[config.mk]
export PLATFORM = sky130hd
export DESIGN_NAME = hazard_scoreboard
export DESIGN_NICKNAME = d
export VERILOG_FILES = /design/src/rtl/hazard_scoreboard_pkg.sv /design/src/rtl/hazard_scoreboard_regs.sv /design/src/rtl/hazard_scoreboard.sv
export SDC_FILE = /design/constraint.sdc
export NUM_CORES = 1
export LEC_CHECK = 0
export ABC_AREA = 1
export BUFFER_PORTS_ARGS = -buffer_cell sky130_fd_sc_hd__buf_2
export CELL_PAD_IN_SITES_DETAIL_PLACEMENT = 1
export CELL_PAD_IN_SITES_GLOBAL_PLACEMENT = 1
export CORE_MARGIN = 2
export CORE_UTILIZATION = 29
export CTS_CLUSTER_DIAMETER = 120
export DETAILED_ROUTE_END_ITERATION = 10
export PLACE_DENSITY_LB_ADDON = 0.25
export SLEW_MARGIN = 20
export SYNTH_ARGS = -nofsm -noshare
export SYNTH_HDL_FRONTEND = slang
export SYNTH_SLANG_ARGS = --single-unit
[constraint.sdc]
create_clock -name clk -period 4.85 [get_ports clk]
set_input_delay 1.455 -clock clk [delete_from_list [all_inputs] [get_ports clk]]
set_output_delay 1.455 -clock clk [all_outputs]
set_load 0.005 [all_outputs]
[src/rtl/hazard_scoreboard_pkg.sv]
// Shared definitions for the pipeline hazard controller.
// Contents:
//   fwd_sel_t   - execute-stage operand source select (regfile / writeback / memory)
//   REG_X0      - index of the hard-wired zero register
//   reg_onehot  - one-hot decode of a 5-bit register index
//   fwd_select  - forwarding priority rule shared by both execute operands
package hazard_scoreboard_pkg;

  typedef enum logic [1:0] {
    FWD_RF  = 2'b00,
    FWD_WB  = 2'b01,
    FWD_MEM = 2'b10
  } fwd_sel_t;

  localparam logic [4:0] REG_X0 = 5'd0;

  // One-hot decode of a register index into the 32-entry register space.
  function automatic logic [31:0] reg_onehot(input logic [4:0] idx);
    reg_onehot = 32'd1 << idx;
  endfunction

  // The memory stage holds the younger result, so it wins over writeback.
  // x0 is never forwarded because its value is constant.
  function automatic fwd_sel_t fwd_select(input logic [4:0] src,
                                          input logic       mem_we,
                                          input logic [4:0] mem_rd,
                                          input logic       wb_we,
                                          input logic [4:0] wb_rd);
    if (mem_we && (mem_rd != REG_X0) && (mem_rd == src)) begin
      return FWD_MEM;
    end else if (wb_we && (wb_rd != REG_X0) && (wb_rd == src)) begin
      return FWD_WB;
    end else begin
      return FWD_RF;
    end
  endfunction

endpackage

[src/rtl/hazard_scoreboard_regs.sv]
// Scoreboard state for in-flight long-latency (mul/div) operations.
// Ports:
//   clk, reset       - core clock, asynchronous active-low reset
//   issue, issue_rd  - a long op leaves decode this cycle and will write issue_rd
//   lw_valid, lw_rd  - a long op completes this cycle for register lw_rd
//   pending          - bit i set while register i awaits a long-op result
//   count            - number of long ops currently in flight
//   retire           - the completion this cycle matches a pending register
//   sb_error         - sticky flag: a completion arrived for a non-pending register
module scoreboard_regs
  import hazard_scoreboard_pkg::*;
#(
  parameter int MAX_OUTSTANDING = 4,
  parameter int CNT_W           = $clog2(MAX_OUTSTANDING + 1)
) (
  input  logic             clk,
  input  logic             reset,
  input  logic             issue,
  input  logic [4:0]       issue_rd,
  input  logic             lw_valid,
  input  logic [4:0]       lw_rd,
  output logic [31:0]      pending,
  output logic [CNT_W-1:0] count,
  output logic             retire,
  output logic             sb_error
);

  logic [31:0]      clr_vec;
  logic [31:0]      set_vec;
  logic [31:0]      pending_next;
  logic [CNT_W-1:0] count_next;

  // A completion only retires something if its register is actually pending;
  // anything else is a protocol error and must leave the state untouched.
  always_comb begin
    retire       = lw_valid && (lw_rd != REG_X0) && pending[lw_rd];
    clr_vec      = retire ? reg_onehot(lw_rd) : '0;
    set_vec      = issue ? reg_onehot(issue_rd) : '0;
    // Set is applied after clear so a register re-issued in its completion
    // cycle stays pending; x0 is masked so it can never become pending.
    pending_next = ((pending & ~clr_vec) | set_vec) & ~reg_onehot(REG_X0);
    // The top level blocks issue while full, so this never overflows, and
    // retire implies a pending bit and therefore count >= 1.
    count_next   = count + CNT_W'(issue) - CNT_W'(retire);
  end

  // Pending vector, occupancy counter and sticky error flag.
  always_ff @(posedge clk or negedge reset) begin
    if (!reset) begin
      pending  <= '0;
      count    <= '0;
      sb_error <= 1'b0;
    end else begin
      pending <= pending_next;
      count   <= count_next;
      if (lw_valid && !retire) begin
        sb_error <= 1'b1;
      end
    end
  end

endmodule

[src/rtl/hazard_scoreboard.sv]
// Pipeline hazard controller for the 5-stage core.
// Combines scoreboard (long-latency RAW/WAW), outstanding-limit and load-use
// hazards into fetch/decode stall and decode/execute flush controls, and
// produces the execute-stage operand forwarding selects.
// Ports:
//   clk, reset                    - core clock, asynchronous active-low reset
//   d_*                           - decode-stage instruction fields
//   e_rs1/e_rs2/e_rd, e_is_load   - execute-stage fields
//   e_pc_src                      - taken branch/jump resolved in execute
//   m_rd/m_reg_write, w_rd/w_reg_write - memory / writeback destinations
//   lw_valid, lw_rd               - long-latency op completion
//   f_stall, d_stall              - hold fetch PC / decode register
//   d_flush, e_flush              - clear decode / execute register
//   fwd_a, fwd_b                  - execute operand sources (00 rf, 10 mem, 01 wb)
//   pending                       - scoreboard bit per register
//   sb_error                      - sticky completion-without-pending flag
module hazard_scoreboard
  import hazard_scoreboard_pkg::*;
#(
  parameter int MAX_OUTSTANDING = 4,
  parameter int CNT_W           = $clog2(MAX_OUTSTANDING + 1)
) (
  input  logic        clk,
  input  logic        reset,
  input  logic        d_valid,
  input  logic [4:0]  d_rs1,
  input  logic [4:0]  d_rs2,
  input  logic [4:0]  d_rd,
  input  logic        d_uses_rs1,
  input  logic        d_uses_rs2,
  input  logic        d_reg_write,
  input  logic        d_long,
  input  logic [4:0]  e_rs1,
  input  logic [4:0]  e_rs2,
  input  logic [4:0]  e_rd,
  input  logic        e_is_load,
  input  logic        e_pc_src,
  input  logic [4:0]  m_rd,
  input  logic [4:0]  w_rd,
  input  logic        m_reg_write,
  input  logic        w_reg_write,
  input  logic        lw_valid,
  input  logic [4:0]  lw_rd,
  output logic        f_stall,
  output logic        d_stall,
  output logic        d_flush,
  output logic        e_flush,
  output logic [1:0]  fwd_a,
  output logic [1:0]  fwd_b,
  output logic [31:0] pending,
  output logic        sb_error
);

  localparam logic [CNT_W:0] MAX_CNT = (CNT_W + 1)'(MAX_OUTSTANDING);

  logic [CNT_W-1:0] count;
  logic             retire;
  logic             issue;
  logic [31:0]      eff_pending;
  logic [CNT_W:0]   live_count;
  logic             sb_hazard;
  logic             cnt_full;
  logic             lu_stall;
  logic             stall;
  fwd_sel_t         fwd_a_sel;
  fwd_sel_t         fwd_b_sel;

  scoreboard_regs #(
    .MAX_OUTSTANDING (MAX_OUTSTANDING),
    .CNT_W           (CNT_W)
  ) u_regs (
    .clk      (clk),
    .reset    (reset),
    .issue    (issue),
    .issue_rd (d_rd),
    .lw_valid (lw_valid),
    .lw_rd    (lw_rd),
    .pending  (pending),
    .count    (count),
    .retire   (retire),
    .sb_error (sb_error)
  );

  // Hazard detection. A register completing this cycle counts as ready
  // because the regfile writes in the first half and reads in the second.
  // x0 never has its pending bit set, so reads/writes of x0 never hazard.
  always_comb begin
    eff_pending = pending & ~(lw_valid ? reg_onehot(lw_rd) : 32'd0);

    sb_hazard = d_valid &&
                ((d_uses_rs1  && eff_pending[d_rs1]) ||
                 (d_uses_rs2  && eff_pending[d_rs2]) ||
                 (d_reg_write && eff_pending[d_rd]));

    // A slot freed by this cycle's completion is immediately reusable.
    live_count = {1'b0, count} - (CNT_W + 1)'(retire);
    cnt_full   = d_valid && d_long && (live_count >= MAX_CNT);

    lu_stall = e_is_load && (e_rd != REG_X0) &&
               ((d_uses_rs1 && (d_rs1 == e_rd)) ||
                (d_uses_rs2 && (d_rs2 == e_rd)));

    // A taken branch discards the decode instruction, so stalling it is moot.
    stall = (sb_hazard || cnt_full || lu_stall) && !e_pc_src;

    issue = d_valid && d_long && d_reg_write && (d_rd != REG_X0) &&
            !stall && !e_pc_src;
  end

  // Operand forwarding for the instruction currently in execute.
  always_comb begin
    fwd_a_sel = fwd_select(e_rs1, m_reg_write, m_rd, w_reg_write, w_rd);
    fwd_b_sel = fwd_select(e_rs2, m_reg_write, m_rd, w_reg_write, w_rd);
  end

  // Pipeline controls are held inactive while reset is asserted so the
  // stages see a quiet pipeline regardless of stray inputs.
  always_comb begin
    f_stall = reset && stall;
    d_stall = reset && stall;
    d_flush = reset && e_pc_src;
    e_flush = reset && (stall || e_pc_src);
    fwd_a   = reset ? fwd_a_sel : FWD_RF;
    fwd_b   = reset ? fwd_b_sel : FWD_RF;
  end

endmodule

== Word-level counts from Yosys, hierarchy flattened ==
Index checks and enable logic that the tools add are counted.
Word-level totals
  flip-flop bits (word level): 35
  input bits: 57
  output and inout bits: 41
  logic and storage cells: 82
Operators by class
  $add $sub $neg: 3
  $lt $le $gt $ge: 5
  equal/unequal tests: 6
  shift-type cells: 2
  multiplexer cells: 17
  bitwise gates (word level): 5
  reduce and logical (&&, ||, !) cells: 41
Operators by type and width (number)
  $mux 32: 3
  $and 32x32->32: 2
  $not 32->32: 2
  $shl 1x5->32 const A: 2
  $or 32x32->32: 1
  $eq 5x5->1: 6
  $logic_and 1x1->1: 27
  $reduce_bool 5->1: 5
  $lt 5x6->1 const B: 4
  $bmux 1 s5: 4
  $mux 2: 4
  $logic_or 1x1->1: 6
  $mux 1: 6
  $ge 4x3->1 const B: 1
  $sub 3x1->4: 1
  $add 3x1->3: 1
  $logic_not 1->1: 3
  $sub 3x1->3: 1

== Logic depth before layout (Yosys ltp) ==
Gate-level depths: netlist of the first run.
  word-level depth: 18
  mapped depth: 21
  gate-level depth less buffers: 21

== Cells and area by module ==
A second synthesis of the first run with hierarchy kept.
Unflattened totals
  cell total of the unflattened synthesis: 721
  area total of the unflattened synthesis: 4299.1 µm²
By module, submodules not included
  scoreboard_regs: instances 1, cells an instance 346, area each 2386.0 µm², sequential area each 875.8 µm²
  hazard_scoreboard: instances 1, cells an instance 375, area each 1913.1 µm², sequential area each 0.0 µm²

== Worst setup path after synthesis of the first run ==
No wires, ideal clock.
  path kind: input port to output port
  start point: input port lw_rd[0]
  end point: output port f_stall
  arrival: 3562 ps
  data required time: 3395 ps
  setup slack: -167 ps
  cell stages on the path: 18
  path through: inv_1 -> nand2_1 -> inv_1 -> a22oi_1 -> o2111ai_1 -> o211ai_1 -> nand2_1 -> o211ai_1 -> inv_1 -> ha_1 -> ha_1 -> xnor2_1 -> a21oi_1 -> a31oi_1 -> nand2_1 -> nand2_1 -> nor2_1 -> buf_4
Between the ends
  longest elaborated chain between the ends: 14
  elaborated cells on any way between the ends: 28
  classes of those cells: add/sub: 1; order compare: 1; shift: 1; mux: 9; bitwise: 2; reduce/logical: 14
Ends and longest elaborated chain
  start: declaration: RTL line hazard_scoreboard.sv:43  | input logic [4:0] lw_rd,
  branches (longest 10 deep; another with $sub 3x1->4)
  $logic_or 1x1->1 * (2 in a row): RTL line hazard_scoreboard.sv:104  | stall = (sb_hazard || cnt_full || lu_stall) && !e_pc_src;
  $logic_and 1x1->1 *: RTL line hazard_scoreboard.sv:104
  $logic_and 1x1->1 *
  end: declaration: RTL line hazard_scoreboard.sv:44  | output logic f_stall,
Every way passes the cells marked *. The select of a mux whose other input is x is not followed.

== Worst setup path after layout of the first run ==
  start point: input port lw_rd[2]
  end point: output port e_flush
Between the ends
  longest elaborated chain between the ends: 15
  elaborated cells on any way between the ends: 29
  classes of those cells: add/sub: 1; order compare: 1; shift: 1; mux: 9; bitwise: 2; reduce/logical: 15
Ends and longest elaborated chain
  branches (longest 10 deep; another with $sub 3x1->4)
  $logic_or 1x1->1 * (2 in a row): RTL line hazard_scoreboard.sv:104
  $logic_and 1x1->1 *: RTL line hazard_scoreboard.sv:104
  $logic_or 1x1->1 *: RTL line hazard_scoreboard.sv:122  | e_flush = reset && (stall || e_pc_src);
  $logic_and 1x1->1 *: RTL line hazard_scoreboard.sv:122
  end: declaration: RTL line hazard_scoreboard.sv:47  | output logic e_flush,
Marked as above.

==> metrics.yaml, run 1 <==
status: "finished, violations left"
violations: "negative setup slack"
synth_top_area_frac: 0.230
ys.warnings.count: 0
maxSlewViolCount: 0
htreeDepth: 2
hold_depth: 1
ctsHoldBuffers: 0
drive_gt1_frac: 0.286
syn_inst: 629
cts_tree: "built"
avgSynthCellArea_um2: 6.07
hold_violations: 0
dieHeight_um: 119
synth_seq_cells: 35
worstPathMaxFanout: 4
yosysTopAreaCell: "dfrtp_1"
place_ws_ns: -0.583
vias: 5176
numCtsBuffers: 5
grt_first_pass_wirelength_mm: 29.6
drt-pass1-iter-count: 4
worstPathArrival_ns: 3.79
synth_nets: 692
ant_nets: 0
clock_sinks: 35
nets: 842
crit_path_start_kind: "primary input"
required_ns: 3.39
antenna_found_initial: 0
powerDensity_nw_per_um2: 220
rsz0062_at_grt: "true"
tightest_slew_ns: 0.893
finalClockSkew_ns: 0.00631
syn_to_final_growth_pct: 40.1
hpwl_mm: 15.1
first_iter_violations: 324
fin_cells: 952
fmax_mhz: 191
cts.reportedPaths.clkPinSlew_ns: 0.06
portBuffers: 96
grt_use_total: 0.267
use_met1: 0.357
wirelength_mm: 18.8
top_usage_layer: "met2"
timing.final.crit_share: 1.08
vdd_ir_drop_max_uv: 116
dp.cells: 934
diodes: 0
reg2reg_depth: 25
hold_class: "reg2reg"
grt-ovfl-total: 0
drc: 0
synthFlopType: "dfrtp_1"
fin_tns_setup_ns: -1.70
cts_buffer_depth: 2
root_buffer: "clkbuf_16"
end_kind: "output port"
slew_headroom: 0.404
grt_use_met2: 0.436
grt_start_max_net_pins: 36
fp.coreArea_um2: 12700
synthTopCellsByCount: "166 x nand2_1, 136 x nand3_1, 55 x nor2_1"
syn_area_um2: 3820
synth_edf_count: 0
ios: 98
maxCapViolCount: 0
async_flop_share: 1.00
critPathKind: "in2out"
period_minus_slack_ns: 5.24
die_w_um: 119
yosysUniqueCellTypes: 41
gp_congestion: 0.891
rows: 41
yosysSeqAreaShare: 0.230
ys_top_cells_by_area: "dfrtp_1 23%, nand3_1 18%, nand2_1 16%"
start_util: 0.300
clk_latency_ns: 0.28
grt.met3_usage: 0.0347
die_area_um2: 14100
power.total_mw: 1.18
via_per_inst: 5.44
p_leak_nw: 2.69
wl_per_cell_um: 19.7
first_global_vias: 5393
layout_setup_ws_ns: -0.394
setup_viol: 5
yosysMostFrequentCell: "nand2_1"
[power breakdown]
group	switching (mW)	internal, mW	leakage, nW	total, mW
combinational	0.294	0.204	2.15	0.498
sequential	0.0422	0.324	0.468	0.367
clock	0.122	0.189	0.0669	0.312
[final timing paths]
kind                               startpoint  slack (ns)                  to
min                           u_regs.sb_error        0.50     u_regs.sb_error
min reg2reg                   u_regs.sb_error        0.50     u_regs.sb_error
max reg2reg                u_regs.pending[30]        0.61     u_regs.count[1]
max in group asynchronous               reset        3.12     u_regs.count[0]
max                                  lw_rd[2]       -0.39             e_flush
min in group asynchronous               reset        1.41  u_regs.pending[27]
[sequential cells by signal, indices dropped and copies added, names as in the netlist]
name,cells
u_regs.sb_error,1
u_regs.count,3
u_regs.pending,31
[timing repair]
| action | 4_1_cts | 5_1_grt |
|---|---|---|
| pin swaps | 12 | 16 |
| buffers inserted | 8 | 3 |
| setup endpoints to repair | 3 | 6 |
| resized for setup | 23 | 15 |
[routing by layer]
| metal | wire (um) | share of wire | vias up |
|---|---|---|---|
| met5 | 0 | 0 | - |
| met4 | 586 | 0.031 | 0 |
| met3 | 1080 | 0.057 | 37 |
| met2 | 8880 | 0.47 | 190 |
| met1 | 8230 | 0.44 | 2505 |
| li1 | - | - | 2444 |
[worst max-delay path: stages]
cell and delay (ns):
buf_2 0.11, inv_1 0.16, buf_4 0.16, buf_4 0.14, a21oi_1 0.05, a21oi_1 0.15, o211ai_1 0.12, o211ai_1 0.14
inv_1 0.12, ha_4 0.19, ha_4 0.16, xnor2_2 0.15, a21oi_2 0.08, a31oi_2 0.23, nand2_2 0.10, nand2_2 0.09
nand2_1 0.05, buf_2 0.12
[kinds of logic after synthesis]
group / count (synthesis) / share of synthesized area
xor gates and xnor gates: 22 / 0.0505
AOI/OAI and AO/OA: 49 / 0.0830
DFF: 35 / 0.230
and+or+nand+nor: 423 / 0.508
other: 1 / 0.000983
adders and majority gates: 6 / 0.0216
buffers and inverters: 93 / 0.107
[cell usage in the layout, fill, tap and decap left out, types with 3 or more instances in the layout]
master / netlist / final
buf_6: 3 / 3
buf_2: 16 / 94
a221oi_1: 3 / 3
nor2_4: 2 / 4
ha_4: 0 / 3
clkbuf_16: 0 / 5
o211ai_1: 5 / 5
inv_2: 3 / 4
a21oi_1: 17 / 16
nand4_1: 46 / 46
a22oi_2: 0 / 5
nand2_8: 0 / 3
xnor2_1: 11 / 10
o2111ai_1: 3 / 3
o21ai_1: 2 / 3
nand2_1: 166 / 160
nand2_2: 1 / 4
nor3_1: 4 / 4
clkinv_1: 3 / 3
dfrtp_1: 35 / 35
buf_12: 0 / 3
nand3_2: 2 / 3
o22ai_1: 4 / 4
inv_1: 53 / 47
nand3_1: 136 / 135
xor2_1: 11 / 11
nor4_1: 6 / 6
buf_4: 4 / 77
nor2_1: 55 / 52
[per-stage QoR]
step	util	instance area (um^2)	hold slack [ns]
floorplan	-	3910	0.451
global placement	0.391	4970	0.451
detailed placement	0.391	4970	0.471
CTS	0.414	5270	0.483
global route	0.420	5350	0.489
finish	0.420	5350	0.497
[cell type report]
class | instances | area, um^2
Tap cell | 172 | 215
Multi-Input combinational cell | 501 | 2710
Sequential cell | 35 | 876
Timing Repair Buffer | 177 | 1140
Fill cell | 1757 | 7380
Clock inverter | 2 | 12.5
Inverter | 59 | 259
Clock buffer | 6 | 129
No activity file was read; power rests on OpenSTA's default activity.
==> run 2, diff against run 1 <==
BUFFER_PORTS_ARGS = unset   (was -buffer_cell sky130_fd_sc_hd__buf_2)
DONT_BUFFER_PORTS = 1   (was unset)
PLACE_DENSITY_LB_ADDON = 0.1   (was 0.25)
==> metrics.yaml, run 2 (synthesized netlist as in run 1, its figures left out) <==
status: "finished, violations left"
violations: "negative setup slack"
via_per_inst: 5.56  # +2.3%
first_global_vias: 4679  # -13%
die_area_um2: 14100  # unchanged
hold_class: "reg2reg"
p_comb_frac: 0.336  # -0.087
diodes: 0  # unchanged
clk_latency_ns: 0.28  # about the same
grt_start_max_net_pins: 41  # +14%
ios: 98  # unchanged
end_kind: "output port"
seq_power_share: 0.348  # +0.036
p_clk_frac: 0.316  # +0.051
power.total_mw: 1.07  # -9.2%
utilization: 0.357  # -0.0632
syn_to_final_growth_pct: 19.0
required_ns: 3.39  # about the same
wl_per_cell_um: 21.9  # +11%
start_util: 0.300  # unchanged
layout_setup_ws_ns: -0.0945  # +0.300 ns
timing.final.crit_share: 1.02  # -0.0618
power_switching_mw: 0.387  # -16%
dieHeight_um: 119  # unchanged
slew_headroom: 0.402  # -0.00189
htreeDepth: 2  # unchanged
worstPathArrival_ns: 3.49  # -0.30 ns
dpl_cell_area_um2: 4200  # -16%
top_register: "u_regs.pending"
hpwl_mm: 14.3  # -5.0%
layout_common_cells: "158 x nand2_1, 136 x nand3_1, 53 x nor2_1"
tightest_slew_ns: 0.896  # +0.00283 ns
design_area_um2: 4540  # -15%
cts.reportedPaths.clkPinSlew_ns: 0.05  # about the same
worstPathMaxFanout: 5  # +1
drc: 0  # unchanged
first_iter_violations: 182  # -44%
maxCapViolCount: 0  # unchanged
grt_use_total: 0.254  # -0.0127
layout_commonest_cell: "nand2_1"
setup_viol: 3  # -2
root_buffer: "clkbuf_16"
vdd_ir_drop_max_uv: 138  # +19%
hold_violations: 0  # unchanged
fmax_mhz: 202  # +6.1%
finalClockSkew_ns: 0.00346  # -0.00285 ns
cts_tree: "built"
drt-pass1-iter-count: 4  # unchanged
gp_congestion: 0.856  # -4.0%
grt_first_pass_wirelength_mm: 27.8  # -5.9%
antenna_found_initial: 0  # unchanged
fp.coreArea_um2: 12700  # unchanged
die_w_um: 119  # unchanged
cts_buffer_depth: 2  # unchanged
powerDensity_nw_per_um2: 235  # +6.9%
critPathKind: "in2out"
period_minus_slack_ns: 4.94  # -0.300 ns
nets: 704  # -16%
power.share.switching: 0.362  # -0.0276
crit_path_start_kind: "primary input"
holdWs_ns: 0.484  # -0.0132 ns
wirelength_mm: 17.8  # -5.0%
ctsHoldBuffers: 0  # unchanged
top_regs: "u_regs.pending x31, u_regs.count x3, u_regs.sb_error x1"
portBuffers: 0  # -100%
rsz0062_at_grt: "true"
fillers: 1706  # -2.9%
largest_reg_flops: 31  # unchanged
dp.cells: 801  # -14%
ant_nets: 0  # unchanged
grt-ovfl-total: 0  # unchanged
p_leak_nw: 2.07  # -23%
clock_sinks: 35  # unchanged
drive_gt1_frac: 0.134  # -0.152
fin_cells: 814  # -14%
maxSlewViolCount: 0  # unchanged
vias: 4528  # -13%
internal_power_mw: 0.681  # -5.1%
numCtsBuffers: 5  # unchanged
rows: 41  # unchanged
-- run 2: cell types whose count changed in the layout (fill, tap and decap cells not counted), moves of 2 or more --
cell      previous run  this run
nand2_1            160       158
buf_4               77        36
a21oi_2              1         3
a21oi_1             16        14
clkbuf_8             0         2
buf_2               94         0
nand2_4              0         2
buf_12               3         0
-- run 2: final timing paths --
kind	start	end	slack (ns)	cells after the start
worst max-delay path	lw_rd[0]	e_flush	-0.09	17
worst min-delay path	u_regs.sb_error	u_regs.sb_error	0.48	1
worst max register to register	u_regs.pending[29]	u_regs.count[2]	1.23	19
worst min register to register	u_regs.sb_error	u_regs.sb_error	0.48	1
max in group asynchronous	reset	u_regs.pending[2]	3.88	0
min in group asynchronous	reset	u_regs.pending[30]	0.87	0
-- run 2: metal layers --
layer	wire [um]	part of all wire	GRT usage	up-vias
met1	8400	0.47	0.358	2215
li1	-	-	-	2172
met4	215	0.012	0.0521	0
met5	0	0	0	-
met2	8370	0.47	0.414	127
met3	861	0.048	0.0338	14
-- run 2: stage by stage --
stage / setup TNS, ns / setup WS, ns
final: -0.236 / -0.0945
after global routing: -0.650 / -0.233
after CTS: -0.293 / -0.110
after detailed placement: -0.613 / -0.212
after global placement: -0.395 / -0.134
after floorplan: -0.0282 / -0.0282
-- run 2: critical path, stage by stage --
cell and delay, ns:
nand2_8 0.06, inv_6 0.04, buf_6 0.12, a22oi_1 0.17
nand3_1 0.09, o211ai_1 0.09, o211ai_1 0.11, o211ai_1 0.17
inv_1 0.12, ha_4 0.19, ha_4 0.16, xnor2_2 0.14
a21oi_2 0.09, a31oi_4 0.20, nand2_2 0.10, nand2_4 0.09
nand2_2 0.07
-- run 2: cell type report --
| type | instances | area [um^2] | share of cell area |
|---|---|---|---|
| Inverter | 59 | 262 | 0.0576 |
| Tap cell | 172 | 215 | 0.0474 |
| Multi-Input combinational cell | 501 | 2730 | 0.600 |
| Timing Repair Buffer | 39 | 304 | 0.0669 |
| Clock inverter | 1 | 7.51 | 0.00165 |
| Clock buffer | 7 | 153 | 0.0336 |
| Sequential cell | 35 | 876 | 0.193 |
-- run 2: power groups by stage --
| stage | combinational, mW | sequential (mW) | clock, mW |
|---|---|---|---|
| 2_1_floorplan | 0.248 | 0.354 | 0 |
| 3_5_place_dp | 0.320 | 0.374 | 0 |
| 6_report | 0.359 | 0.372 | 0.338 |
| 4_1_cts | 0.349 | 0.371 | 0.346 |
| 3_3_place_gp | 0.311 | 0.375 | 0 |
| 5_1_grt | 0.400 | 0.375 | 0.358 |
-- run 2: timing repair --
| item | CTS | global route |
|---|---|---|
| buffers inserted | 2 | 3 |
| setup endpoints to repair | 3 | 3 |
| resized for setup | 30 | 1 |
| pin swaps | 19 | 5 |
